<file path="config.mk">
export PLATFORM = sky130hd
export DESIGN_NAME = operand_streamer
export DESIGN_NICKNAME = d
export VERILOG_FILES = /design/src/rtl/conv_pkg.sv /design/src/rtl/stream_fifo.sv /design/src/rtl/operand_streamer.sv
export SDC_FILE = /design/constraint.sdc
export NUM_CORES = 1
export LEC_CHECK = 0
export CAP_MARGIN = 20
export CORE_MARGIN = 8
export CORE_UTILIZATION = 45
export CTS_BUF_LIST = sky130_fd_sc_hd__clkbuf_8
export CTS_CLUSTER_SIZE = 24
export DETAILED_ROUTE_END_ITERATION = 7
export PLACE_DENSITY = 0.67
export SLEW_MARGIN = 20
export SYNTH_ARGS = -nofsm -noshare
export SYNTH_HDL_FRONTEND = slang
export SYNTH_SLANG_ARGS = --single-unit
</file>
<file path="constraint.sdc">
create_clock -name clk -period 6.8 [get_ports clk]
set_clock_uncertainty 0.2 [all_clocks]
set_input_delay 1.36 -clock clk [delete_from_list [all_inputs] [get_ports clk]]
set_output_delay 1.36 -clock clk [all_outputs]
set_load 0.02 [all_outputs]
</file>
<file path="src/rtl/conv_pkg.sv">
// Shared types for the convolution operand path: FSM states, loop-index type
// and the padding width derived from the kernel size.
package conv_pkg;

    typedef enum logic [1:0] {
        ST_IDLE  = 2'd0,
        ST_ISSUE = 2'd1,
        ST_DRAIN = 2'd2
    } state_e;

    typedef logic signed [31:0] idx_t;

    function automatic idx_t pad_of(input int kernel_size);
        return idx_t'((kernel_size - 1) / 2);
    endfunction

endpackage

</file>
<file path="src/rtl/stream_fifo.sv">
// Four-entry response FIFO: unconditional push side, valid/ready pop side.
// The producer guarantees it never pushes into a full FIFO.
module stream_fifo #(
    parameter int WIDTH = 32
) (
    input  logic             clk,
    input  logic             arst_n_in,
    input  logic             push_i,
    input  logic [WIDTH-1:0] push_data_i,
    output logic             pop_valid_o,
    input  logic             pop_ready_i,
    output logic [WIDTH-1:0] pop_data_o,
    output logic [2:0]       count_o
);
    localparam int DEPTH = 4;

    logic [WIDTH-1:0] mem_q [DEPTH];
    logic [1:0]       wr_ptr_q;
    logic [1:0]       rd_ptr_q;
    logic [2:0]       count_q;
    logic [2:0]       count_d;
    logic             pop;

    assign pop_valid_o = (count_q != 3'd0);
    assign pop         = pop_valid_o && pop_ready_i;
    assign pop_data_o  = mem_q[rd_ptr_q];
    assign count_o     = count_q;

    always_comb begin
        count_d = count_q;
        if (push_i && !pop) begin
            count_d = count_q + 3'd1;
        end else if (!push_i && pop) begin
            count_d = count_q - 3'd1;
        end
    end

    always_ff @(posedge clk or negedge arst_n_in) begin
        if (!arst_n_in) begin
            for (int k = 0; k < DEPTH; k++) begin
                mem_q[k] <= '0;
            end
            wr_ptr_q <= '0;
            rd_ptr_q <= '0;
            count_q  <= '0;
        end else begin
            if (push_i) begin
                mem_q[wr_ptr_q] <= push_data_i;
                wr_ptr_q        <= wr_ptr_q + 2'd1;
            end
            if (pop) begin
                rd_ptr_q <= rd_ptr_q + 2'd1;
            end
            count_q <= count_d;
        end
    end

endmodule

</file>
<file path="src/rtl/operand_streamer.sv">
// Walks x/y/ch_in/ch_out/k_v/k_h, reads activation and kernel SRAMs and streams
// (a, b) operand pairs, substituting zero activations in the padding border.
module operand_streamer
    import conv_pkg::*;
#(
    parameter int LOG2_OF_MEM_HEIGHT = 20,
    parameter int FEATURE_MAP_WIDTH  = 1024,
    parameter int FEATURE_MAP_HEIGHT = 1024,
    parameter int INPUT_NB_CHANNELS  = 64,
    parameter int OUTPUT_NB_CHANNELS = 64,
    parameter int KERNEL_SIZE        = 3,
    parameter int DATA_WIDTH         = 16
) (
    input  logic                          clk,
    input  logic                          arst_n_in,
    input  logic                          start,
    output logic                          busy,
    output logic                          done,
    output logic                          act_re,
    output logic [LOG2_OF_MEM_HEIGHT-1:0] act_addr,
    input  logic [DATA_WIDTH-1:0]         act_rdata,
    output logic                          krn_re,
    output logic [LOG2_OF_MEM_HEIGHT-1:0] krn_addr,
    input  logic [DATA_WIDTH-1:0]         krn_rdata,
    output logic [DATA_WIDTH-1:0]         a_out,
    output logic [DATA_WIDTH-1:0]         b_out,
    output logic                          a_valid,
    output logic                          b_valid,
    input  logic                          a_ready,
    input  logic                          b_ready
);
    typedef logic [LOG2_OF_MEM_HEIGHT-1:0] addr_t;

    localparam idx_t PAD  = pad_of(KERNEL_SIZE);
    localparam idx_t W    = idx_t'(FEATURE_MAP_WIDTH);
    localparam idx_t H    = idx_t'(FEATURE_MAP_HEIGHT);
    localparam idx_t CIN  = idx_t'(INPUT_NB_CHANNELS);
    localparam idx_t COUT = idx_t'(OUTPUT_NB_CHANNELS);
    localparam idx_t K    = idx_t'(KERNEL_SIZE);

    // Counter slots, innermost first: k_h wraps into k_v, ..., y wraps into x.
    localparam int NCNT = 6;
    localparam int C_KH = 0, C_KV = 1, C_CO = 2, C_CI = 3, C_Y = 4, C_X = 5;
    localparam idx_t LIMIT [NCNT] = '{K - 1, K - 1, COUT - 1, CIN - 1, H - 1, W - 1};

    state_e            state_q, state_d;
    idx_t              cnt_q [NCNT];
    logic [NCNT-1:0]   at_max;
    logic [NCNT-1:0]   carry;
    logic              last_idx;
    logic              issue, clear_cnt, credit_ok;
    logic              inflight_q, pad_q, done_q, done_d;
    idx_t              row, col, act_full, krn_full;
    logic              pad_hit;
    logic [2:0]        fifo_count, credit_sum;
    logic              fifo_valid, pop;
    logic [2*DATA_WIDTH-1:0] push_data, pop_data;

    always_comb begin
        at_max   = '0;
        carry    = '0;
        carry[0] = issue;
        for (int k = 0; k < NCNT; k++) begin
            at_max[k] = (cnt_q[k] == LIMIT[k]);
        end
        for (int k = 0; k < NCNT - 1; k++) begin
            carry[k+1] = carry[k] && at_max[k];
        end
    end

    assign last_idx = &at_max;

    always_ff @(posedge clk or negedge arst_n_in) begin
        if (!arst_n_in) begin
            for (int k = 0; k < NCNT; k++) cnt_q[k] <= '0;
        end else if (clear_cnt) begin
            for (int k = 0; k < NCNT; k++) cnt_q[k] <= '0;
        end else begin
            for (int k = 0; k < NCNT; k++) begin
                if (carry[k]) cnt_q[k] <= at_max[k] ? '0 : cnt_q[k] + idx_t'(1);
            end
        end
    end

    assign row      = cnt_q[C_Y] + cnt_q[C_KV] - PAD;
    assign col      = cnt_q[C_X] + cnt_q[C_KH] - PAD;
    assign pad_hit  = (row < 0) || (row >= H) || (col < 0) || (col >= W);
    assign act_full = (row * W + col) * CIN + cnt_q[C_CI];
    assign krn_full = ((cnt_q[C_KV] * K + cnt_q[C_KH]) * CIN + cnt_q[C_CI]) * COUT + cnt_q[C_CO];

    // Credit uses only registered occupancy, so ready never reaches the SRAM enables.
    assign credit_sum = fifo_count + {2'b00, inflight_q};
    assign credit_ok  = (credit_sum < 3'd3);

    always_comb begin
        state_d   = state_q;
        issue     = 1'b0;
        clear_cnt = 1'b0;
        done_d    = 1'b0;
        case (state_q)
            ST_IDLE: begin
                if (start) begin
                    state_d   = ST_ISSUE;
                    clear_cnt = 1'b1;
                end
            end
            ST_ISSUE: begin
                issue = credit_ok;
                if (credit_ok && last_idx) state_d = ST_DRAIN;
            end
            ST_DRAIN: begin
                if (!inflight_q && (fifo_count == 3'd0 || (fifo_count == 3'd1 && pop))) begin
                    state_d = ST_IDLE;
                    done_d  = 1'b1;
                end
            end
            default: state_d = ST_IDLE;
        endcase
    end

    always_ff @(posedge clk or negedge arst_n_in) begin
        if (!arst_n_in) begin
            state_q    <= ST_IDLE;
            inflight_q <= 1'b0;
            pad_q      <= 1'b0;
            done_q     <= 1'b0;
        end else begin
            state_q    <= state_d;
            inflight_q <= issue;
            pad_q      <= issue && pad_hit;
            done_q     <= done_d;
        end
    end

    assign act_re   = issue && !pad_hit;
    assign act_addr = act_re ? addr_t'(act_full) : '0;
    assign krn_re   = issue;
    assign krn_addr = issue ? addr_t'(krn_full) : '0;

    assign push_data = {(pad_q ? {DATA_WIDTH{1'b0}} : act_rdata), krn_rdata};

    stream_fifo #(
        .WIDTH(2 * DATA_WIDTH)
    ) u_fifo (
        .clk         (clk),
        .arst_n_in   (arst_n_in),
        .push_i      (inflight_q),
        .push_data_i (push_data),
        .pop_valid_o (fifo_valid),
        .pop_ready_i (a_ready && b_ready),
        .pop_data_o  (pop_data),
        .count_o     (fifo_count)
    );

    assign pop     = fifo_valid && a_ready && b_ready;
    assign a_valid = fifo_valid;
    assign b_valid = fifo_valid;
    assign a_out   = pop_data[2*DATA_WIDTH-1:DATA_WIDTH];
    assign b_out   = pop_data[DATA_WIDTH-1:0];
    assign busy    = (state_q != ST_IDLE);
    assign done    = done_q;

endmodule

</file>
# Word-level counts from Yosys, hierarchy flattened
# Cells that the tools add are included.
# totals
regBits,332
output_inout_bits,78
# classes
addsub,20
multipliers,1
magnitude_cmp,8
n_eq_ne,12
n_mux,33
bitwise,2
n_reduce_logical,37
# ops
cell,count
2-to-1 mux 32 bit,15
"adder 32 x 1 -> 32 bit, second input constant",6
2-to-1 mux 192 bit,1
bitwise mux 128 bit,1
adder 32 bit,2
binary-select mux 32 bit (select 2 bit),1
demux 32 bit (select 2 bit),1
"== test 32 x 11 -> 1 bit, second input constant",2
"== test 32 x 3 -> 1 bit, second input constant",2
"== test 32 x 7 -> 1 bit, second input constant",2
"greater-or-equal comparator 32 x 12 -> 1 bit, second input constant",2
"less-than comparator 32 x 1 -> 1 bit, second input constant",2
"subtractor 32 x 2 -> 32 bit, second input constant",2
adder 20 bit,2
2-to-1 mux 20 bit,2
"multiplier 32 x 3 -> 8 bit, second input constant",1
adder 14 bit,2
logical AND 1 bit,17
2-to-1 mux 16 bit,1
nonzero test 2 bit,8
adder 8 bit,1
"greater-or-equal comparator 3 bit, second input constant",2
2-to-1 mux 2 bit,3
2-to-1 mux 3 bit,2
other kinds (20),33

# Depth between registers and ports, before layout
# depth
word_depth,10
ltp_mapped,19
mapped_depth_nobuf,19

# Modules after synthesis
# From an unflattened synthesis, not the netlist that was laid out.
# unflattened
hier_cells,2614
hier_area_um2,23815.3
# by_module_without_submodules
module,n_inst,cells_per_inst,area_each_um2
operand_streamer,1,2272,17797.1
stream_fifo,1,342,6018.3

# Worst setup path before layout
# No wires, ideal clock.
# synth_timing
kind,register -> output
startpoint,register cnt_q[161] in the netlist's numbering
endpoint,output port act_addr[10]
arrival_ns,4.024
required_ns,5.240
slack_ns,1.216
path_stages_with_launch,17
cell_sequence,dfrtp_1 -> inv_1 -> ha_1 -> inv_1 -> ha_1 -> fa_1 -> a21o_1 -> a41o_1 -> or3_1 -> nand4_1 -> a31oi_1 -> xor2_1 -> or4_1 -> nor4_2 -> nand4bb_1 -> buf_2 -> nor3_2
# synth_via
elab_chain_cells,8
elab_cells_between_ends,11
classes_between,4 x add/sub; 2 x order compare; 1 x mux; 4 x reduce/logical
# synth_lines
element,line_no,source
"start, declared",operand_streamer.sv:47,idx_t cnt_q [NCNT];
"start signal, assigned by index",operand_streamer.sv:80,if (carry[k]) cnt_q[k] <= at_max[k] ? '0 : cnt_q[k] + idx_t'(1);
adder 32 bit (*),operand_streamer.sv:86,assign col = cnt_q[C_X] + cnt_q[C_KH] - PAD;
subtractor 32 x 2 -> 32 bit (*),operand_streamer.sv:86,
"parallel branches: the longest is 5 deep, another holds adder 20 bit",-,
2-to-1 mux 20 bit (*),operand_streamer.sv:136,assign act_addr = act_re ? addr_t'(act_full) : '0;
"end, declared",operand_streamer.sv:20,"output logic [LOG2_OF_MEM_HEIGHT-1:0] act_addr,"
# Mark *: on every way between the ends.

# Final worst setup path
# layout_timing
startpoint,register cnt_q[160] in the netlist's numbering
endpoint,output port act_addr[10]
# Same word-level chain as after synthesis.

==> flow_summary.yaml <==
sta:
  final_max_slew_viol_count: 0
  max_freq_mhz: 152
  max-slew-margin-rel_pct: 36.8
  min_period_over_period_pct: 96.9
  layout_min_cycle_time_ns: 6.59
  hold_violations: 0
  worst_slew_pin_slew_ns: 0.945
  rsz0062_at_grt: "true"
  fin_setup_tns_ns: 0
  setup_viol: 0
power:
  power_density_mw_per_mm2: 332
  ir_drop_uv: 193
  p_leak_nw: 12.1
  power_mw: 8.90
hold_path:
  hold_path_depth: 2
  hold_start: "u_fifo.mem_q[51]$_DFFE_PN0P_"
  hold-path-endpoint: "u_fifo.mem_q[51]$_DFFE_PN0P_"
  hold_class: "register to register"
worst_setup_path:
  cp-start-kind: "register"
  cpLargestDelayFamily: "simple AND/OR/NAND/NOR gates"
  cp.required_ns: 5.24
  max_stage_delay_ns: 0.43
  crit_slowest_cell: "dfrtp_1"
  r2r_cells: 10
  cp_num_buf_inv: 4
  reg2reg_from: "cnt_q[181]$_DFFE_PN0P_"
  crit_chain: "inv_1, ha_1, inv_1, ha_1, fa_1, a21o_1, a41o_1, or3_4, a311oi_2, o32ai_1, a2111oi_2, nand4_1, nor4_4, nand4bb_1, buf_6, nor3_2, clkdlybuf4s15_2"
  path_class: "register to output pin"
  path_max_fanout: 21
  reg2reg_to: "cnt_q[60]$_DFFE_PN0P_"
  cp.arrival_ns: 5.03
  crit_start: "cnt_q[160]$_DFFE_PN0P_"
  r2r_setup_slack_ns: 1.94
  end_kind: "output pin"
placed_design:
  gp_congestion: 0.959
  io_buffers: 114
  dp_hpwl_um: 48200
outcome:
  status: "finished, final reports clean"
cts:
  clockBufferDepth: 3
  cts_tree: "built"
  htreeDepth: 2
  cts_root_buffer: "clkbuf_8"
  cts_buffers: 57
  cts_sinks: 332
  clock_latency_ns: 0.68
  hold_buffers: 0
  path_clk_slew_ns: 0.07
routing:
  totalWireLength_um: 64100
  wl_per_cell_um: 18.1
  drc_errors: 0
  ant_nets: 0
  met2_length_um: 30700
  met3RoutedLength_um: 3580
  wl_met1_um: 27900
  drt_iter0_markers: 1282
  viasPerCell: 5.60
  top_layer: "met5"
  drt_first_pass_iters: 6
  vias: 19900
floorplanning:
  initial_core_util_pct: 45.6
  core_sq_mm: 0.0514
  ios: 115
  fp.dieH_um: 244
  dieArea_sq_mm: 0.0597
  num_rows: 83
  die_w_um: 244
global_route:
  antenna_found_initial: 2
  grt_pass1_wl_um: 105000
  grt_pass1_vias: 20200
  globalRouteOverflowTotal: 0
  grt_start_max_net_pins: 161
  grt.total_usage_pct: 21.1
synthesis:
  synthMuxAreaShare_pct: 6.32
  synth-async-reset-ratio_pct: 100
  synth-simple-area-share_pct: 19.9
  ys_warn_count: 0
  synth_top_area_share_pct: 35.4
  ys_seq_area_share_pct: 35.4
  ys_types: 78
  synthAdderAreaFrac_pct: 11.4
  synth_nets: 2953
  synth_area_sq_mm: 0.0234
  synth_top_family_by_area: "simple AND/OR/NAND/NOR gates"
  synth_compound_area_share_pct: 12.9
  synthXorXnorAreaFrac_pct: 7.32
  ys_top_cells_by_area: "dfrtp_1, ha_1, xnor2_1"
  synth_edf_count: 0
  synthCells: 2710
  synth.avg_cell_area_sq_um: 8.65
  synth-seq-cells: 332
  yosysTopAreaCell: "dfrtp_1"
  ys.flop_type: "dfrtp_1"
layout:
  diodes: 0
  drive_gt1_share_pct: 11.0
  nNetsFinal: 3066
  areaGrowthSynthToFinish_pct: 14.3
  layout_common_cells: "inv_1, dfrtp_1, nor2_1"
  layout_commonest_cell: "inv_1"
run:
  cap_violations: 0
==> worst register-to-register path: stages, from the launching register on <==
cell and delay, ns:
dfrtp_1 0.44, nor4_1 0.68, nand4_1 0.48, nor3_2 0.55, nand4_2 0.49, nand2_1 0.38, buf_4 0.48, nand2_1 0.21
or2_2 0.39, or3_1 0.33, a21oi_1 0.14
==> per-layer routing <==
| layer | global-route usage (%) | vias up |
|---|---|---|
| li1 | - | 9607 |
| met1 | 27.1 | 9587 |
| met2 | 36.1 | 559 |
| met3 | 3.50 | 129 |
| met4 | 6.83 | 2 |
| met5 | 0 | - |
==> synthesized netlist by cell type (11+ instances only) <==
cell,n
nor2_1,255
xor2_1,56
o21a_1,12
o21bai_1,19
o211ai_1,16
nand2b_1,31
mux2_2,64
or3_1,29
mux4_2,32
a31oi_1,15
and3_1,34
clkbuf_1,77
and4_1,11
fa_1,12
nor4_1,50
nor3_1,77
ha_1,194
o31ai_1,11
inv_1,321
a211oi_1,19
nand4_1,64
a21oi_1,133
a21o_1,20
nand2_1,245
nor2b_1,13
xnor2_1,140
o21ai_0,195
nand3_1,76
dfrtp_1,332
and2_1,20
==> registers in the layout (all words and copies together), names as in the netlist <==
name	flops
cnt_q	192
state_q	2
u_fifo.rd_ptr_q	2
u_fifo.wr_ptr_q	2
u_fifo.mem_q	128
done	1
inflight_q	1
pad_q	1
u_fifo.count_o	3
==> timing repair <==
| action | CTS | global route |
|---|---|---|
| setup endpoints to repair | 24 | 24 |
| pin swaps | 1 | 10 |
| buffers inserted | 2 | 7 |
| resized for setup | 37 | 80 |
==> power breakdown <==
part	switching, mW	total, mW	internal (mW)
Clock	0.892	2.02	1.13
Sequential	0.359	2.79	2.43
Combinational	2.25	4.09	1.84
Total	3.50	8.90	5.40
==> worst max-delay path by stage <==
stage,endpoint,slack (ns),depth (start not counted)
6_report,act_addr[10],0.21,17
4_1_cts,act_addr[8],0.01,17
3_3_place_gp,act_addr[8],0.26,17
5_1_grt,act_addr[10],-0.06,17
3_5_place_dp,act_addr[8],0.18,17
2_1_floorplan,act_addr[10],1.22,16
==> cell families (layout without fill, tap and decap cells) <==
family                   count (synthesis)  after routing
multiplexers                           100            100
buffers and inverters                  415            575
AO/OA/AOI/OAI                          506            506
AND/OR/NAND/NOR                        955            955
XOR/XNOR                               196            196
flip-flops                             332            332
adder cells (fa/ha/maj)                206            206
==> layout make-up <==
| class | count | area [sq um] |
|---|---|---|
| fillers | 4758 | 24600 |
| repair buffers | 148 | 1360 |
| clock inverters | 30 | 265 |
| well taps | 680 | 851 |
| multi-input cells | 1963 | 13800 |
| inverters | 321 | 1200 |
| flip-flops and latches | 332 | 8320 |
| clock buffers | 76 | 1050 |
==> metrics by stage <==
step	std cells	setup WS [ns]	utilization, %	hold slack, ns	instance area [sq um]
after global routing	3550	-0.0618	52.1	0.297	26800
after global placement	3435	0.262	49.2	0.256	25300
after detailed placement	3435	0.180	49.2	0.266	25300
after CTS	3543	0.0138	51.8	0.284	26600
after floorplan	2710	1.22	-	0.245	23400
final	3550	0.208	52.1	0.278	26800
(Power assumes the default switching activity.)
